**src/rtl/enemy_4_sprite_fetch.sv**
```systemverilog
// Per-pixel sprite fetch for enemy type 4: frame-latched position, walk animation,
// death blink, sprite ROM addressing and a fixed two-cycle colour/hit pipeline.
module enemy_4_sprite_fetch #(
  parameter int SPRITE_W    = 16,
  parameter int SPRITE_H    = 16,
  parameter int FRAMES      = 4,
  parameter int FRAME_TICKS = 8,
  parameter int DIE_TICKS   = 32,
  parameter int ADDR_W      = 12
) (
  input  logic              Clk,
  input  logic              Reset,
  input  logic              vsync_tick,
  input  logic [9:0]        enemy_x,
  input  logic [9:0]        enemy_y,
  input  logic [1:0]        dir,
  input  logic              moving,
  input  logic              alive,
  input  logic [9:0]        draw_x,
  input  logic [9:0]        draw_y,
  input  logic              active_in,
  output logic [ADDR_W-1:0] rom_addr,
  input  logic [3:0]        rom_data,
  output logic [3:0]        pal_index,
  output logic              pix_on,
  output logic              pix_valid
);

  localparam int XW = $clog2(SPRITE_W);
  localparam int YW = $clog2(SPRITE_H);
  localparam int FW = $clog2(FRAMES);
  localparam int TW = $clog2(FRAME_TICKS);
  localparam int DW = $clog2(DIE_TICKS);

  typedef enum logic [1:0] {
    ST_ALIVE = 2'd0,
    ST_DYING = 2'd1,
    ST_GONE  = 2'd2
  } life_t;

  life_t           state_q, state_d;
  logic [TW-1:0]   tick_q, tick_d;
  logic [FW-1:0]   frame_q, frame_d;
  logic [DW-1:0]   die_q, die_d;
  logic [9:0]      lx_q, ly_q;
  logic [1:0]      ldir_q;
  logic            hit_q, act_q;

  logic [10:0]     dx_s, dy_s;
  logic            hit_s, visible_s;

  // Shadow copies change only at vertical blank so a frame never tears.
  always_ff @(posedge Clk or posedge Reset) begin
    if (Reset) begin
      lx_q   <= 10'd0;
      ly_q   <= 10'd0;
      ldir_q <= 2'd0;
    end else if (vsync_tick) begin
      lx_q   <= enemy_x;
      ly_q   <= enemy_y;
      ldir_q <= dir;
    end
  end

  always_ff @(posedge Clk or posedge Reset) begin
    if (Reset) begin
      state_q <= ST_GONE;
      tick_q  <= '0;
      frame_q <= '0;
      die_q   <= '0;
    end else begin
      state_q <= state_d;
      tick_q  <= tick_d;
      frame_q <= frame_d;
      die_q   <= die_d;
    end
  end

  // Death takes priority over the walk step on the same tick.
  always_comb begin
    state_d = state_q;
    tick_d  = tick_q;
    frame_d = frame_q;
    die_d   = die_q;
    if (vsync_tick) begin
      case (state_q)
        ST_ALIVE: begin
          if (!alive) begin
            state_d = ST_DYING;
            die_d   = '0;
          end else if (moving) begin
            if (tick_q == TW'(FRAME_TICKS - 1)) begin
              tick_d  = '0;
              frame_d = frame_q + FW'(1);
            end else begin
              tick_d  = tick_q + TW'(1);
            end
          end else begin
            tick_d  = '0;
            frame_d = '0;
          end
        end
        ST_DYING: begin
          if (alive) begin
            state_d = ST_ALIVE;
            tick_d  = '0;
            frame_d = '0;
          end else if (die_q == DW'(DIE_TICKS - 1)) begin
            state_d = ST_GONE;
          end else begin
            die_d   = die_q + DW'(1);
          end
        end
        ST_GONE: begin
          if (alive) begin
            state_d = ST_ALIVE;
            tick_d  = '0;
            frame_d = '0;
          end else begin
            state_d = ST_GONE;
          end
        end
        default: state_d = ST_GONE;
      endcase
    end else begin
      state_d = state_q;
    end
  end

  // Negative offsets wrap to large unsigned values, so the screen edge never wraps a sprite.
  assign dx_s      = {1'b0, draw_x} - {1'b0, lx_q};
  assign dy_s      = {1'b0, draw_y} - {1'b0, ly_q};
  assign hit_s     = (dx_s < 11'(SPRITE_W)) && (dy_s < 11'(SPRITE_H));
  assign visible_s = (state_q == ST_ALIVE) || ((state_q == ST_DYING) && !die_q[1]);
  assign rom_addr  = (hit_s && !Reset) ? {ldir_q, frame_q, dy_s[YW-1:0], dx_s[XW-1:0]}
                                       : {ADDR_W{1'b0}};

  always_ff @(posedge Clk or posedge Reset) begin
    if (Reset) begin
      hit_q     <= 1'b0;
      act_q     <= 1'b0;
      pal_index <= 4'd0;
      pix_on    <= 1'b0;
      pix_valid <= 1'b0;
    end else begin
      hit_q     <= hit_s & visible_s & active_in;
      act_q     <= active_in;
      pal_index <= rom_data;
      pix_on    <= hit_q & (rom_data != 4'd0);
      pix_valid <= act_q;
    end
  end

endmodule
```
**config.mk**
```make
export PLATFORM = sky130hd
export DESIGN_NAME = enemy_4_sprite_fetch
export DESIGN_NICKNAME = d
export VERILOG_FILES = /design/src/rtl/enemy_4_sprite_fetch.sv
export SDC_FILE = /design/constraint.sdc
export NUM_CORES = 1
export LEC_CHECK = 0
export ABC_AREA = 1
export ABC_CLOCK_PERIOD_IN_PS = 3000
export CELL_PAD_IN_SITES_DETAIL_PLACEMENT = 1
export CELL_PAD_IN_SITES_GLOBAL_PLACEMENT = 1
export CORE_UTILIZATION = 32
export DETAILED_ROUTE_END_ITERATION = 12
export PLACE_DENSITY = 0.86
export RECOVER_POWER = 100
export SETUP_SLACK_MARGIN = 0.2
export SLEW_MARGIN = 20
export SYNTH_ARGS = -nofsm -noshare
export SYNTH_HDL_FRONTEND = slang
export SYNTH_SLANG_ARGS = --single-unit
```
**constraint.sdc**
```tcl
create_clock -name Clk -period 3 [get_ports Clk]
set_input_delay 0.75 -clock Clk [delete_from_list [all_inputs] [get_ports Clk]]
set_output_delay 0.75 -clock Clk [all_outputs]
set_load 0.03 [all_outputs]
```
==> flow_summary_export.csv, run 1 <==
group,metric,value,unit
status,outcome,"complete, but fails checks",
status,violations,"setup timing",
sta,rsz0062_at_grt,"yes",
setup_path,regToRegSetupSlack,0.56,ns
routing,wl,10.01,mm
sta,fin_crit,3.567,ns
synth,synth.avg_cell_area,7.271,µm²
hold_path,min_path_cells,0,
setup_path,critPathKind,"input port to output pin",
hold_path,min_path_type,"flip-flop to flip-flop",
routing,antenna_left,0,
grt,grtUsageTotal,22.13,%
finish,syn2layout_area_growth,56.46,%
finish,nNetsFinal,596,
floorplan,dieArea,9520,µm²
synth,syn_area,2923,µm²
routing,via_per_inst,4.881,
power_and_ir_drop,peakVddDrop,0.0002252,V
sta,fin_ws,-0.5672,ns
sta,finalSetupViolations,12,
synth,yosysTopAreaCell,"dfrtp_1",
sta,worst_hold_slack,0.3572,ns
finish,mostFrequentLayoutCell,"nand2_1",
synth,yosysWarningCount,0,
sta,min_period_over_period,118.9,%
floorplan,rows,34,
placed_design,gp_congestion,0.8424,
synth,synth.area.top_cells,"dfrtp_1, nand2_1, ha_1, inv_1, o21ai_0",
hold_path,min_to,"pix_valid",
clock_tree,path_clk_slew,0.09,ns
clock_tree,clk_path_buf_depth,2,
finish,final_cell_mix,"nand2_1, inv_1, dfrtp_1",
finish,diodes,0,
clock_tree,cts_root_buf,"clkbuf_8",
routing,route.detailed.wl_per_inst,16.04,µm
synth,syn_nets,483,
floorplan,ios,70,
grt,antenna_found_initial,0,
setup_path,cp-start-kind,"input port",
sta,slew_headroom,24.52,%
synth,ys_seq_area_share,36.00,%
routing,first_pass_iters,4,
setup_path,worstPathMaxFanout,7,
setup_path,r2r_cells,16,
routing,route.detailed.drc,0,
placed_design,io_buffer_count,69,
floorplan,die_w,97.57,µm
finish,fin_cells,624,
setup_path,required,2.25,ns
setup_path,arrival,2.82,ns
setup_path,r2r_start,"lx_q[0]",
sta,tightestPinTransition,1.132,ns
finish,drive_gt1_share,26.74,%
grt,grt_overflow,0,
routing,drtIter0Drc,58,
sta,max_freq,0.2803,GHz
grt,grt_pass1_wl,16.63,mm
sta,timing.final.max_slew_violations,0,
placed_design,dp.cells,608,
finish,fill_cells,1078,
hold_path,hold_path_startpoint,"act_q",
setup_path,end_kind,"output pin",
grt,grt_pass1_vias,3500,
placed_design,dpl-instance-area,4110,µm²
clock_tree,clock-sinks,42,
sta,skew,0.008374,ns
setup_path,crit_path_start,"draw_y[2]",
placed_design,dp_hpwl,7.411,mm
clock_tree,clock_latency,0.32,ns
grt,grt_max_degree,43,
setup_path,worst_r2r_endpoint,"hit_q",
synth,synthCells,402,
clock_tree,cts_buffers,5,
run,drv_cap,0,
synth,yosysTopAreaCellShare,35.10,%
sta,hold_violations,0,
floorplan,die_h,97.57,µm
synth,ys_types,28,
finish,final_area,4573,µm²
clock_tree,cts_tree,"done",
routing,vias,3046,
power_and_ir_drop,power_density,452.1,nW/µm²
clock_tree,cts_max_level,2,
floorplan,core,8763,µm²
synth,ys_ff_latch,42,
power_and_ir_drop,leakage,2.269,nW
floorplan,start_util,33.35,%
report_power, final:
part | leakage [nW] | internal (mW) | switching, mW
clock network | 0.0441 | 0.164 | 0.234
registers | 0.520 | 0.657 | 0.0547
logic | 1.70 | 0.411 | 0.547
total | 2.27 | 1.23 | 0.836
cells in the mapped netlist:
cell type,instances
nand4_1,3
nand3_2,2
ha_1,27
fa_1,2
o22ai_1,2
nor2_2,12
dfstp_2,1
dfrtp_1,41
xor2_1,2
nor3_4,1
o21a_1,1
buf_6,1
o211ai_1,1
nand3b_1,1
inv_1,81
xnor2_1,3
o21ai_0,28
o31ai_1,2
nand4_2,1
clkbuf_1,5
o41a_1,1
nand2_2,7
a21oi_1,18
nor3_1,1
nand2_1,109
a21boi_0,2
nand3_1,25
nor2_1,22
critical path, cell delays in order:
cell and delay (ns):
dlygate4sd2_1 0.27, ha_4 0.27, nand2_1 0.07, nand2_1 0.08
inv_1 0.08, nand2_2 0.07, nand2_1 0.11, nand2_1 0.07
nand2_1 0.06, nand2_1 0.04, nor2_1 0.11, nand2_2 0.09
nor2_4 0.13, nand4_4 0.17, buf_12 0.20, nor2_4 0.10
buf_6 0.13
flip-flops by register name, summed over array words and instances (netlist names):
| register | count |
|---|---|
| lx_q | 10 |
| pal_index | 4 |
| ly_q | 10 |
| ldir_q | 2 |
| die_q | 5 |
| pix_on | 1 |
| pix_valid | 1 |
| hit_q | 1 |
| act_q | 1 |
| tick_q | 3 |
| frame_q | 2 |
| state_q | 2 |
through the flow:
step	power, mW	setup slack (ns)	setup TNS [ns]	util [%]
2_1_floorplan	1.229	-0.2546	-2.668	-
3_3_place_gp	1.500	-0.9057	-10.65	46.90
3_5_place_dp	1.561	-1.006	-11.86	46.90
4_1_cts	2.031	-0.6123	-6.992	51.01
5_1_grt	2.218	-0.6655	-7.774	52.18
6_report	2.068	-0.5672	-6.534	52.18
cell families (layout without fill, tap and decap cells):
| kind of cell | Yosys count | after routing | share of synthesized area (%) |
|---|---|---|---|
| compound gates | 55 | 55 | 10.23 |
| xor+xnor | 5 | 5 | 1.499 |
| fa+ha+maj | 29 | 29 | 12.93 |
| buf+inv | 87 | 201 | 11.43 |
| flops | 42 | 42 | 36.00 |
| simple gates | 184 | 184 | 27.91 |
repair_timing:
item,4_1_cts,5_1_grt
setup endpoints to repair,12,12
setup buffers,6,2
pin swaps,28,19
hold buffers,0,0
resized for setup,60,21
layer usage:
metal	part of all wire, %	GRT usage, %	vias to the layer above	routed length, µm
met5	0	0	-	0
li1	-	-	1471	-
met3	3.4	3.597	15	338
met1	38	23.08	1479	3850
met4	2.2	6.448	0	218
met2	56	44.49	81	5601
how the worst max path moves through the flow:
stage / cells after the start / to / slack [ns]
6_report: 17 / rom_addr[4] / -0.57
5_1_grt: 17 / rom_addr[4] / -0.67
4_1_cts: 16 / rom_addr[7] / -0.61
3_5_place_dp: 16 / rom_addr[10] / -1.01
3_3_place_gp: 16 / rom_addr[10] / -0.91
2_1_floorplan: 14 / rom_addr[10] / -0.25
final cells by class:
type                    count  area (µm²)  share of cell area [%]
well taps                 108       135.1                   2.955
inverters                  81       321.6                   7.031
repair buffers            112        1040                   22.74
clock buffers               5       68.82                   1.505
clock inverters             3       21.27                  0.4651
flip-flops and latches     42        1052                   23.01
multi-input cells         273        1934                   42.30
Power figures use the tool's default switching activity.
==> run 2: changes to the inputs <==
==> constraint.sdc (replaced) <==
create_clock -name Clk -period 3 [get_ports Clk]
set_input_delay 0.45 -clock Clk [delete_from_list [all_inputs] [get_ports Clk]]
set_output_delay 0.45 -clock Clk [all_outputs]
set_load 0.03 [all_outputs]
==> flow_summary_export.csv, run 2 (same netlist as run 1, synthesis figures left out) <==
group,metric,value,unit
status,outcome,"complete, but fails checks",
status,violations,"setup timing",
sta,rsz0062_at_grt,"yes",
finish,diodes,0,
routing,route.detailed.wl_per_inst,15.82,µm
finish,final_core_util,51.57,%
power_and_ir_drop,seq_power_share,34.6,%
floorplan,dieArea,9520,µm²
routing,route.detailed.drc,0,
placed_design,dp_hpwl,7.037,mm
routing,via_per_inst,4.859,
sta,hold_violations,0,
sta,max_freq,0.3277,GHz
sta,finalSetupViolations,12,
setup_path,required,2.55,ns
clock_tree,cts_root_buf,"clkbuf_8",
sta,worst_hold_slack,0.3607,ns
power_and_ir_drop,peakVddDrop,0.0002432,V
routing,top_layer,"met4",
setup_path,worstPathMaxFanout,5,
finish,drive_gt1_share,24.08,%
power_and_ir_drop,power_density,454.3,nW/µm²
power_and_ir_drop,p_clk_share,19.6,%
clock_tree,cts_hold_buf,0,
placed_design,gp_congestion,0.8451,
floorplan,start_util,33.35,%
sta,fin_ws,-0.05112,ns
clock_tree,clock-sinks,42,
grt,grt_overflow,0,
sta,slew_headroom,27.56,%
sta,fin_crit,3.051,ns
floorplan,core,8763,µm²
setup_path,arrival,2.60,ns
finish,syn2layout_area_growth,54.62,%
power_and_ir_drop,p_comb_share,45.8,%
finish,nNetsFinal,595,
power_and_ir_drop,leakage,2.259,nW
setup_path,end_kind,"output pin",
hold_path,min_path_type,"flip-flop to flip-flop",
grt,grt_max_degree,43,
clock_tree,clock_latency,0.32,ns
floorplan,rows,34,
routing,dr_wl_met2,5.352,mm
routing,drt-met1-wl,3.996,mm
power_and_ir_drop,p_int,1.210,mW
setup_path,cp-start-kind,"input port",
clock_tree,cts_max_level,2,
finish,final_area,4519,µm²
finish,largestRegisters,"lx_q (10), ly_q (10), die_q (5)",
routing,first_pass_iters,6,
sta,skew,0.01409,ns
routing,vias,3027,
sta,min_period_over_period,101.7,%
placed_design,place_ws,-0.2656,ns
floorplan,die_w,97.57,µm
grt,grt_pass1_wl,15.72,mm
finish,final_cell_mix,"nand2_1, inv_1, dfrtp_1",
placed_design,io_buffer_count,69,
routing,antenna_left,0,
clock_tree,cts_tree,"done",
routing,wl,9.855,mm
routing,drtIter0Drc,73,
setup_path,critPathKind,"input port to output pin",
grt,grt_pass1_vias,3259,
power_and_ir_drop,total_power,2.053,mW
grt,antenna_found_initial,0,
finish,mostFrequentLayoutCell,"nand2_1",
power_and_ir_drop,p_sw_share,41.09,%
placed_design,dpl-instance-area,3891,µm²
run,drv_cap,0,
clock_tree,cts_buffers,5,
routing,wl_met3,282,µm
sta,tightestPinTransition,1.087,ns
floorplan,ios,70,
floorplan,die_h,97.57,µm
grt,grtUsageTotal,20.86,%
clock_tree,clk_path_buf_depth,2,
clock_tree,path_clk_slew,0.10,ns
sta,timing.final.max_slew_violations,0,
setup_path,regToRegSetupSlack,0.05,ns
power_and_ir_drop,p_switching,0.8436,mW
run 2: cell count changes in the layout (fill, tap and decap cells not counted), moves of 3 or more:
cell             before  now
buf_12                3    0
buf_4                39   33
buf_6                12   17
clkdlybuf4s50_1      26   29
ha_4                 16   13
nand2_1              98  104
nand2_2              17    9
run 2: metal layers:
metal	vias to the layer above	global-route usage, %
li1	1474	-
met1	1466	23.62
met2	68	40.18
met3	19	2.518
met4	0	6.448
met5	-	0
run 2: path summary, 6_finish.rpt:
check                                from     endpoint  cells past startpoint
worst max-delay path            draw_y[5]  rom_addr[2]                     15
min in group asynchronous           Reset      ly_q[1]                      3
worst max register to register    ly_q[0]        hit_q                     22
max in group asynchronous           Reset      lx_q[9]                      3
worst min-delay path                act_q    pix_valid                      0
worst min register to register      act_q    pix_valid                      0
run 2: per-stage QoR:
stage	TNS, ns	std cells
after floorplan	0	402
after global placement	-2.327	600
after detailed placement	-2.995	600
after CTS	-0.4119	620
after global routing	-1.657	623
final	-0.3910	623
run 2: power groups by stage:
stage / sequential, mW / clock, mW / combinational, mW
floorplan: 0.714 / 0 / 0.488
global placement: 0.715 / 0 / 0.736
detailed placement: 0.721 / 0 / 0.778
CTS: 0.710 / 0.411 / 0.880
global route: 0.721 / 0.426 / 1.04
finish: 0.711 / 0.402 / 0.941
run 2: worst max-delay path: stages:
cell             delay [ns]
clkdlybuf4s50_1        0.49
ha_4                   0.22
nand2_2                0.11
inv_1                  0.06
a21oi_2                0.15
nand2_1                0.08
nand2_1                0.07
nand2_1                0.05
nor2_1                 0.11
nand2_1                0.11
nor2_4                 0.12
nand4_4                0.13
buf_8                  0.18
nor2_4                 0.09
buf_6                  0.13
run 2: repair_timing:
item	CTS	global route
endpoints found under the setup margin	12	13
setup buffers	12	3
resized for setup	79	22
pin swaps	26	20
run 2: area by class of cell:
type / count / area [µm²]
clock inverters: 3 / 23.77
multi-input cells: 273 / 1907
repair buffers: 111 / 1028
fillers: 1073 / 4244
well taps: 108 / 135.1
flip-flops and latches: 42 / 1052
clock buffers: 5 / 68.82
inverters: 81 / 304.0
